**src/rtl/icache_responder_pkg.sv**
```systemverilog
// Shared widths, constants and FSM encodings for the instruction cache responder.
// Latency/backpressure: none; this package holds no logic.
package icache_responder_pkg;
  localparam int PcLength    = 31;
  localparam int InstrLength = 31;
  localparam logic True  = 1'b1;
  localparam logic False = 1'b0;
  localparam logic [31:0] Zero = 32'd0;

  localparam int IcIndexBits = 4;
  localparam int IcTagBits   = 32 - IcIndexBits - 2;

  typedef enum logic [1:0] {
    IcIdle = 2'd0,
    IcFill = 2'd1,
    IcResp = 2'd2
  } ic_state_t;
endpackage

```
**src/rtl/icache_line_array.sv**
```systemverilog
// Direct-mapped line store: combinational read gives hit/data, single synchronous write port.
// Latency: read is combinational, write visible the cycle after wr_en; no backpressure.
module icache_line_array
  import icache_responder_pkg::*;
#(
  parameter int IndexBits = IcIndexBits,
  parameter int TagBits   = IcTagBits
) (
  input  logic                 clk,
  input  logic                 rst,
  input  logic [IndexBits-1:0] rd_index,
  input  logic [TagBits-1:0]   rd_tag,
  output logic                 rd_hit,
  output logic [InstrLength:0] rd_data,
  input  logic                 wr_en,
  input  logic [IndexBits-1:0] wr_index,
  input  logic [TagBits-1:0]   wr_tag,
  input  logic [InstrLength:0] wr_data
);
  localparam int Lines = 1 << IndexBits;

  logic [Lines-1:0]     valid_q;
  logic [TagBits-1:0]   tag_q  [Lines];
  logic [InstrLength:0] data_q [Lines];

  // Only the valid bits need reset; tag/data are meaningless until valid is set.
  always_ff @(posedge clk or negedge rst) begin
    if (!rst) begin
      valid_q <= '0;
    end else if (wr_en) begin
      valid_q[wr_index] <= True;
    end
  end

  always_ff @(posedge clk) begin
    if (wr_en) begin
      tag_q[wr_index]  <= wr_tag;
      data_q[wr_index] <= wr_data;
    end
  end

  assign rd_hit  = valid_q[rd_index] && (tag_q[rd_index] == rd_tag);
  assign rd_data = data_q[rd_index];
endmodule

```
**src/rtl/icache_responder.sv**
```systemverilog
// Instruction cache front end: 1-cycle hit pulse, byte-serial refill from memory on a miss.
// Latency: hit 1 cycle, miss 4 byte-valid cycles + 1; new requests are ignored until the answer pulse has been seen.
module icache_responder
  import icache_responder_pkg::*;
#(
  parameter int IndexBits = IcIndexBits,
  parameter int TagBits   = 32 - IndexBits - 2
) (
  input  logic                 clk,
  input  logic                 rst,
  input  logic                 is_exception_from_rob,
  input  logic                 is_empty_from_iq,
  input  logic [PcLength:0]    pc_from_iq,
  output logic                 is_hit_to_iq,
  output logic [InstrLength:0] instr_to_iq,
  output logic                 is_request_to_mc,
  output logic [PcLength:0]    addr_to_mc,
  input  logic                 is_valid_from_mc,
  input  logic [7:0]           byte_from_mc
);
  ic_state_t state_q, state_d;

  logic [1:0]           k_q;
  logic [PcLength:0]    pc_q;
  logic [23:0]          part_q;
  logic                 line_hit;
  logic [InstrLength:0] line_data;
  logic [InstrLength:0] fill_word;
  logic                 req_vld, take_hit, start_fill, take_byte, last_byte;

  // Gating on is_hit_to_iq drops the request the queue still holds during the answer cycle.
  assign req_vld   = !is_empty_from_iq && !is_exception_from_rob && !is_hit_to_iq;
  assign fill_word = {byte_from_mc, part_q};

  icache_line_array #(
    .IndexBits(IndexBits),
    .TagBits  (TagBits)
  ) u_lines (
    .clk     (clk),
    .rst     (rst),
    .rd_index(pc_from_iq[IndexBits+1:2]),
    .rd_tag  (pc_from_iq[31:IndexBits+2]),
    .rd_hit  (line_hit),
    .rd_data (line_data),
    .wr_en   (last_byte),
    .wr_index(pc_q[IndexBits+1:2]),
    .wr_tag  (pc_q[31:IndexBits+2]),
    .wr_data (fill_word)
  );

  always_ff @(posedge clk or negedge rst) begin
    if (!rst) begin
      state_q <= IcIdle;
    end else begin
      state_q <= state_d;
    end
  end

  always_comb begin
    state_d    = state_q;
    take_hit   = False;
    start_fill = False;
    take_byte  = False;
    last_byte  = False;
    if (is_exception_from_rob) begin
      state_d = IcIdle;
    end else begin
      case (state_q)
        IcIdle: begin
          if (req_vld) begin
            if (line_hit) begin
              take_hit = True;
            end else begin
              start_fill = True;
              state_d    = IcFill;
            end
          end
        end
        IcFill: begin
          if (is_valid_from_mc) begin
            take_byte = True;
            if (k_q == 2'd3) begin
              last_byte = True;
              state_d   = IcResp;
            end
          end
        end
        IcResp:  state_d = IcIdle;
        default: state_d = IcIdle;
      endcase
    end
  end

  always_ff @(posedge clk or negedge rst) begin
    if (!rst) begin
      k_q              <= 2'd0;
      pc_q             <= Zero;
      part_q           <= '0;
      is_hit_to_iq     <= False;
      instr_to_iq      <= Zero;
      is_request_to_mc <= False;
      addr_to_mc       <= Zero;
    end else begin
      is_hit_to_iq <= take_hit || last_byte;
      if (take_hit) begin
        instr_to_iq <= line_data;
      end else if (last_byte) begin
        instr_to_iq <= fill_word;
      end

      if (is_exception_from_rob) begin
        is_request_to_mc <= False;
        k_q              <= 2'd0;
      end else if (start_fill) begin
        pc_q             <= pc_from_iq;
        addr_to_mc       <= pc_from_iq;
        is_request_to_mc <= True;
        k_q              <= 2'd0;
      end else if (take_byte) begin
        // The top byte is never stored: it goes straight into the line write.
        if (!last_byte) begin
          part_q[{k_q, 3'b000} +: 8] <= byte_from_mc;
        end else begin
          is_request_to_mc <= False;
        end
        k_q        <= k_q + 2'd1;
        addr_to_mc <= pc_q + {30'd0, k_q} + 32'd1;
      end
    end
  end
endmodule

```
**config.mk**
```make
export PLATFORM = sky130hd
export DESIGN_NAME = icache_responder
export DESIGN_NICKNAME = d
export VERILOG_FILES = /design/src/rtl/icache_responder_pkg.sv /design/src/rtl/icache_line_array.sv /design/src/rtl/icache_responder.sv
export SDC_FILE = /design/constraint.sdc
export NUM_CORES = 1
export LEC_CHECK = 0
export BUFFER_PORTS_ARGS = -buffer_cell sky130_fd_sc_hd__buf_2
export CORE_MARGIN = 2
export CORE_UTILIZATION = 58
export DETAILED_ROUTE_END_ITERATION = 7
export HOLD_SLACK_MARGIN = 0.12
export PLACE_DENSITY_LB_ADDON = 0.15
export SLEW_MARGIN = 20
export SYNTH_ARGS = -nofsm -noshare
export SYNTH_HDL_FRONTEND = slang
export SYNTH_HIERARCHICAL = 1
export SYNTH_SLANG_ARGS = --single-unit
```
**constraint.sdc**
```tcl
create_clock -name clk -period 10.7 [get_ports clk]
set_input_delay 1.605 -clock clk [delete_from_list [all_inputs] [get_ports clk]]
set_output_delay 1.605 -clock clk [all_outputs]
set_load 0.03 [all_outputs]
```
# Word level (Yosys, flattened, before mapping)
# Memory sizes are Yosys's and may differ from the RTL's.
# Cells that the tools add are included.
# totals
output_inout_bits	66
latchBits	0
n_memories	2
elab_cells	88
input_bits	45
register_bits	142
mem_bits_ro	0
ramBits	928
# op_classes
n_mux	39
n_lt_le_gt_ge	3
n_bitwise	4
mul	0
n_shift	2
n_addsub	4
div_mod_pow	0
eq_ne	7
reduce_logical	18
# mem_list
name	words	word_bits	read_ports	rd_clocked_by_memory_dff	write_ports	line_no	text
u_lines.data_q	16	32	1	0	1	icache_line_array.sv:24	logic [InstrLength:0] data_q [Lines];
u_lines.tag_q	16	26	1	0	1	icache_line_array.sv:23	logic [TagBits-1:0] tag_q [Lines];
# ops
cell	count
$mux 32	4
$add 32x1->32 const B	1
$add 32x2->32	1
$eq 26x26->1	1
$bwmux 24	1
$shift 8x7->24 const A	1
$shiftx 8x7->24	1
$mux 1	23
$mux 2	8
$or 16x16->16	1
$ne 3x3->1 const B	4
$lt 4x5->1 const B	2
$reduce_and 4->1	2
$neg 5->7	1
$reduce_and 2->1	3
$reduce_bool 3->1	2
$bmux 1 s4	1
$demux 1 s4	1
$ge 4x1->1 const B	1
$logic_and 1x1->1	4
$pmux 2 s2	1
$reduce_bool 2->1	2
$logic_not 1->1	3
$not 1->1	3
5 further kinds	5

# Depth between registers and ports, before layout
# depth
depth_word	9
mapped_depth	18
ltp_nobuf	12

# Modules after synthesis
# The synthesis kept the hierarchy.
# by_module_without_submodules
module	cells_each	seq_area_each_um2	area_each_um2	n_inst
icache_line_array	1558	28267.1	36521.3	1
icache_responder	629	3153.0	5944.5	1

# Worst setup path after synthesis
# No wires, ideal clock.
# synth_timing
path_type	input -> register
startpoint	in is_exception_from_rob
endpoint	reg u_lines.valid_q[0]
setup_ps	89
stages	9
t_arrival_ps	7490
required_time_ps	10611
slack_ps	3121
path_buffers	2
cell_sequence	nor2_1 and3_1 buf_2 nand2_2 buf_4 inv_2 or3b_2 nor3_1 or2_2
# synth_via
elab_chain_len	1
# synth_lines
element	line_no	text
start, declared	icache_responder.sv:11	input logic is_exception_from_rob,
$mux 1	icache_responder.sv:65	if (is_exception_from_rob) begin
net last_byte	icache_responder.sv:29	logic req_vld, take_hit, start_fill, take_byte, last_byte;
end signal, assigned by index	icache_line_array.sv:31	valid_q[wr_index] <= True;
end, declared	icache_line_array.sv:22	logic [Lines-1:0] valid_q;
# The timed path passes the listed nets, and every way through them passes these cells.
# A chain may end at the register's enable or synchronous reset.

# Final worst setup path
# layout_timing
startpoint	in pc_from_iq[3]
endpoint	reg addr_to_mc[31]
# layout_via
elab_chain_len	9
word_cells_on_any_way	12
cone_classes	1 x eq/ne; 7 x mux; 3 x reduce/logical; 1 x memory
# layout_lines
element	line_no	text
start, declared	icache_responder.sv:13	input logic [PcLength:0] pc_from_iq,
$mem_v2 16x26 / $bmux 1 s4 (equally long branches)	--	
$eq 26x26->1 / $mux 1 (equally long branches)	icache_line_array.sv:42	assign rd_hit = valid_q[rd_index] && (tag_q[rd_index] == rd_tag);
$logic_and 1x1->1 *	icache_line_array.sv:42	
net line_hit	icache_responder.sv:26	logic line_hit;
$mux 1 *	icache_responder.sv:71	if (line_hit) begin
$mux 1 *	icache_responder.sv:70	if (req_vld) begin
$mux 1 *	icache_responder.sv:68	case (state_q)
$mux 1 *	icache_responder.sv:65	
$reduce_bool 2->1 (no source line)	--	
$reduce_and 2->1 (no source line)	--	
end signal, assigned	icache_responder.sv:102	addr_to_mc <= Zero;
end signal, assigned	icache_responder.sv:116	addr_to_mc <= pc_from_iq;
end signal, assigned	icache_responder.sv:127	addr_to_mc <= pc_q + {30'd0, k_q} + 32'd1;
end, declared	icache_responder.sv:17	output logic [PcLength:0] addr_to_mc,
# Mark *: on every way through the listed nets, which the timed path passes. The rest lies on a longest branch. The select of a mux whose other input is x is not followed.

==> impl_metrics.json <==
{
  "status": "complete, no violations",
  "synthToLayoutAreaGrowth_pct": 11.7,
  "die_y_microns": 275,
  "cts_htree_levels": 3,
  "grt_max_degree": 150,
  "drive_above_1_share_pct": 25.4,
  "netlist.area_leader.share_pct": 65.6,
  "portBuffers": 110,
  "worstPathArrival_ns": 6.94,
  "final_cell_mix": "928 x edfxtp_1, 257 x mux4_2, 176 x nand2_1",
  "final_util_pct": 65.3,
  "ys_top_cells_by_area": "edfxtp_1 66%, mux4_2 14%, dfrtp_1 8.4%",
  "postCtsSetupBuffers": 0,
  "grt_pass1_vias": 22629,
  "grt_pass1_wl_microns": 151000,
  "wl_per_cell_microns": 30.2,
  "rsz0062_at_grt": "false",
  "pwr_density_cell_nw_per_um2": 189,
  "p_leak_nw": 17.0,
  "synth_area_sq_um": 42500,
  "syn_nets": 2240,
  "drtAntennaViolNets": 0,
  "relSlewSlack_pct": 23.4,
  "r2r_cells": 7,
  "path_max_fanout": 149,
  "initial_utilization_pct": 58.4,
  "min_path_cells": 1,
  "final_nets": 2393,
  "cts-buffers-inserted": 104,
  "drcViolationCount": 0,
  "min_period_ns": 6.36,
  "layout_commonest_cell": "edfxtp_1",
  "synth_edf_count": 928,
  "fillCellCount": 4817,
  "cts-root-buf": "clkbuf_16",
  "insertion_delay_ns": 0.66,
  "cts_hold_buf": 0,
  "worstPathRequired_ns": 11.28,
  "fp.dieArea_sq_um": 75400,
  "vias": 22091,
  "die_x_microns": 275,
  "overflow": 0,
  "post_cts_resized": 0,
  "rrSetupSlack_ns": 5.90,
  "slew_viol_final": 0,
  "synthFlopType": "edfxtp_1",
  "hold_viol_final": 0,
  "path_class": "in -> reg",
  "finalClockSkew_ns": 0.0257,
  "synth_cells": 2187,
  "peakVddDrop_mv": 0.145,
  "synth_warnings": 6,
  "place.gp.congestion": 0.889,
  "drt_first_pass_iters": 6,
  "synth_area_leader_cell": "edfxtp_1",
  "timing.critical_path.to_type": "flop",
  "clk_path_buf_depth": 3,
  "finalSetupViolCount": 0,
  "r2r_end": "u_lines/data_q[12][5]",
  "reg2reg_from": "state_q[1]",
  "hp-start": "u_lines/valid_q[7]",
  "cts_sinks": 1070,
  "core-area_sq_um": 72700,
  "startpoint_type": "input port",
  "syn_area_per_cell_sq_um": 19.4,
  "postRouteWirelength_microns": 102000,
  "synthArstFlopShare_pct": 13.3,
  "fin_setup_tns_ns": 0,
  "ys_seq_area_share_pct": 74.0,
  "num_io_pins": 111,
  "hp-class": "reg -> reg",
  "drv_cap": 0,
  "cts_tree": "yes",
  "netlist-cell-type-count": 73,
  "p_total_mw": 8.99,
  "hpwl_microns": 55800,
  "path_clk_slew_ns": 0.06,
  "num_rows": 99,
  "track_usage_pct": 27.9,
  "period_share_pct": 59.4,
  "max_freq_mhz": 157,
  "drt_iter0_markers": 2453,
  "tightest_slew_ns": 1.15,
  "min_to": "u_lines/valid_q[7]",
  "grt_antenna_before_repair": 2,
  "via_per_inst": 6.52,
  "ys_seq_elements": 1070
}
## metrics by stage
stage	std cells	worst slack, ns	hold WS [ns]	cell area, sq um
after global routing	3389	4.25	0.485	47500
after detailed placement	3193	3.95	0.452	44100
after CTS	3389	4.60	0.471	47400
final	3390	4.34	0.470	47500
after floorplan	2187	3.12	0.434	42500
after global placement	3191	3.57	0.446	44100
## state kept, by name (all words and copies together) (netlist names)
signal	flops
instr_to_iq	32
u_lines/tag_q	416
k_q	2
part_q	24
addr_to_mc	32
state_q	2
u_lines/data_q	512
is_request_to_mc	1
is_hit_to_iq	1
u_lines/valid_q	16
pc_q	32
## layer usage
layer | routed length, microns | track usage [%]
met3 | 8620 | 5.44
met1 | 41300 | 39.9
met5 | 0 | 0
met4 | 3190 | 9.05
met2 | 49300 | 44.1
## where the power goes
part / leakage, nW / internal [mW] / switching (mW)
clock: 1.64 / 2.06 / 1.51
sequential: 10.8 / 4.69 / 0.202
combinational: 4.59 / 0.195 / 0.323
## synthesized netlist by cell type (all sizes together) (4+ instances only)
library cell,count
a22oi,16
inv,21
nand3,30
nor4,10
nand3b,4
mux4,260
dfrtp,142
xnor2,31
o22ai,5
o21ai,65
edfxtp,928
clkbuf,27
nor2b,5
and3,10
a211oi,4
buf,78
nor2,75
ha,7
mux2i,79
nand2,178
or3,6
a21o,4
nand4,13
nand2b,8
or2,16
o211ai,17
a21oi,56
xor2,35
nor3,16
## how the worst max path moves through the flow
stage / from / end / slack [ns]
global placement: pc_from_iq[3] / addr_to_mc[31] / 3.57
floorplan: is_exception_from_rob / u_lines/valid_q[0] / 3.12
detailed placement: pc_from_iq[3] / addr_to_mc[31] / 3.95
finish: pc_from_iq[3] / addr_to_mc[31] / 4.34
CTS: pc_from_iq[4] / addr_to_mc[31] / 4.60
global route: pc_from_iq[2] / addr_to_mc[31] / 4.25
## worst max-delay path, cell delays in order
cell       delay [ns]
buf_8            0.55
buf_12           0.71
mux4_2           0.63
xor2_1           0.17
a22oi_1          0.15
o211ai_1         0.13
nor4_1           0.31
o2111ai_1        0.20
nor4_2           0.24
nor4_1           0.13
and2_2           0.22
buf_4            0.33
nor2_2           0.81
a21boi_0         0.21
nand3_1          0.11
## logic make-up after synthesis
family / share of synthesized area, %
multiplexers: 15.8
flip-flops: 74.0
XOR/XNOR: 1.36
buffers and inverters: 1.64
AND/OR/NAND/NOR: 4.17
AO/OA/AOI/OAI: 2.83
adder cells (fa/ha/maj): 0.253
## final cells by class
| cell class | instances | area (sq um) | share of cell area, % |
|---|---|---|---|
| clock inverter | 57 | 510 | 1.08 |
| multi-input combinational | 990 | 10500 | 22.1 |
| timing repair buffer | 152 | 947 | 2.00 |
| antenna | 1 | 2.50 | 0.00527 |
| sequential | 1070 | 31400 | 66.2 |
| tap | 959 | 1200 | 2.53 |
| clock buffer | 139 | 2820 | 5.94 |
| inverter | 22 | 85.1 | 0.179 |
No activity file was read; power rests on OpenSTA's default activity.
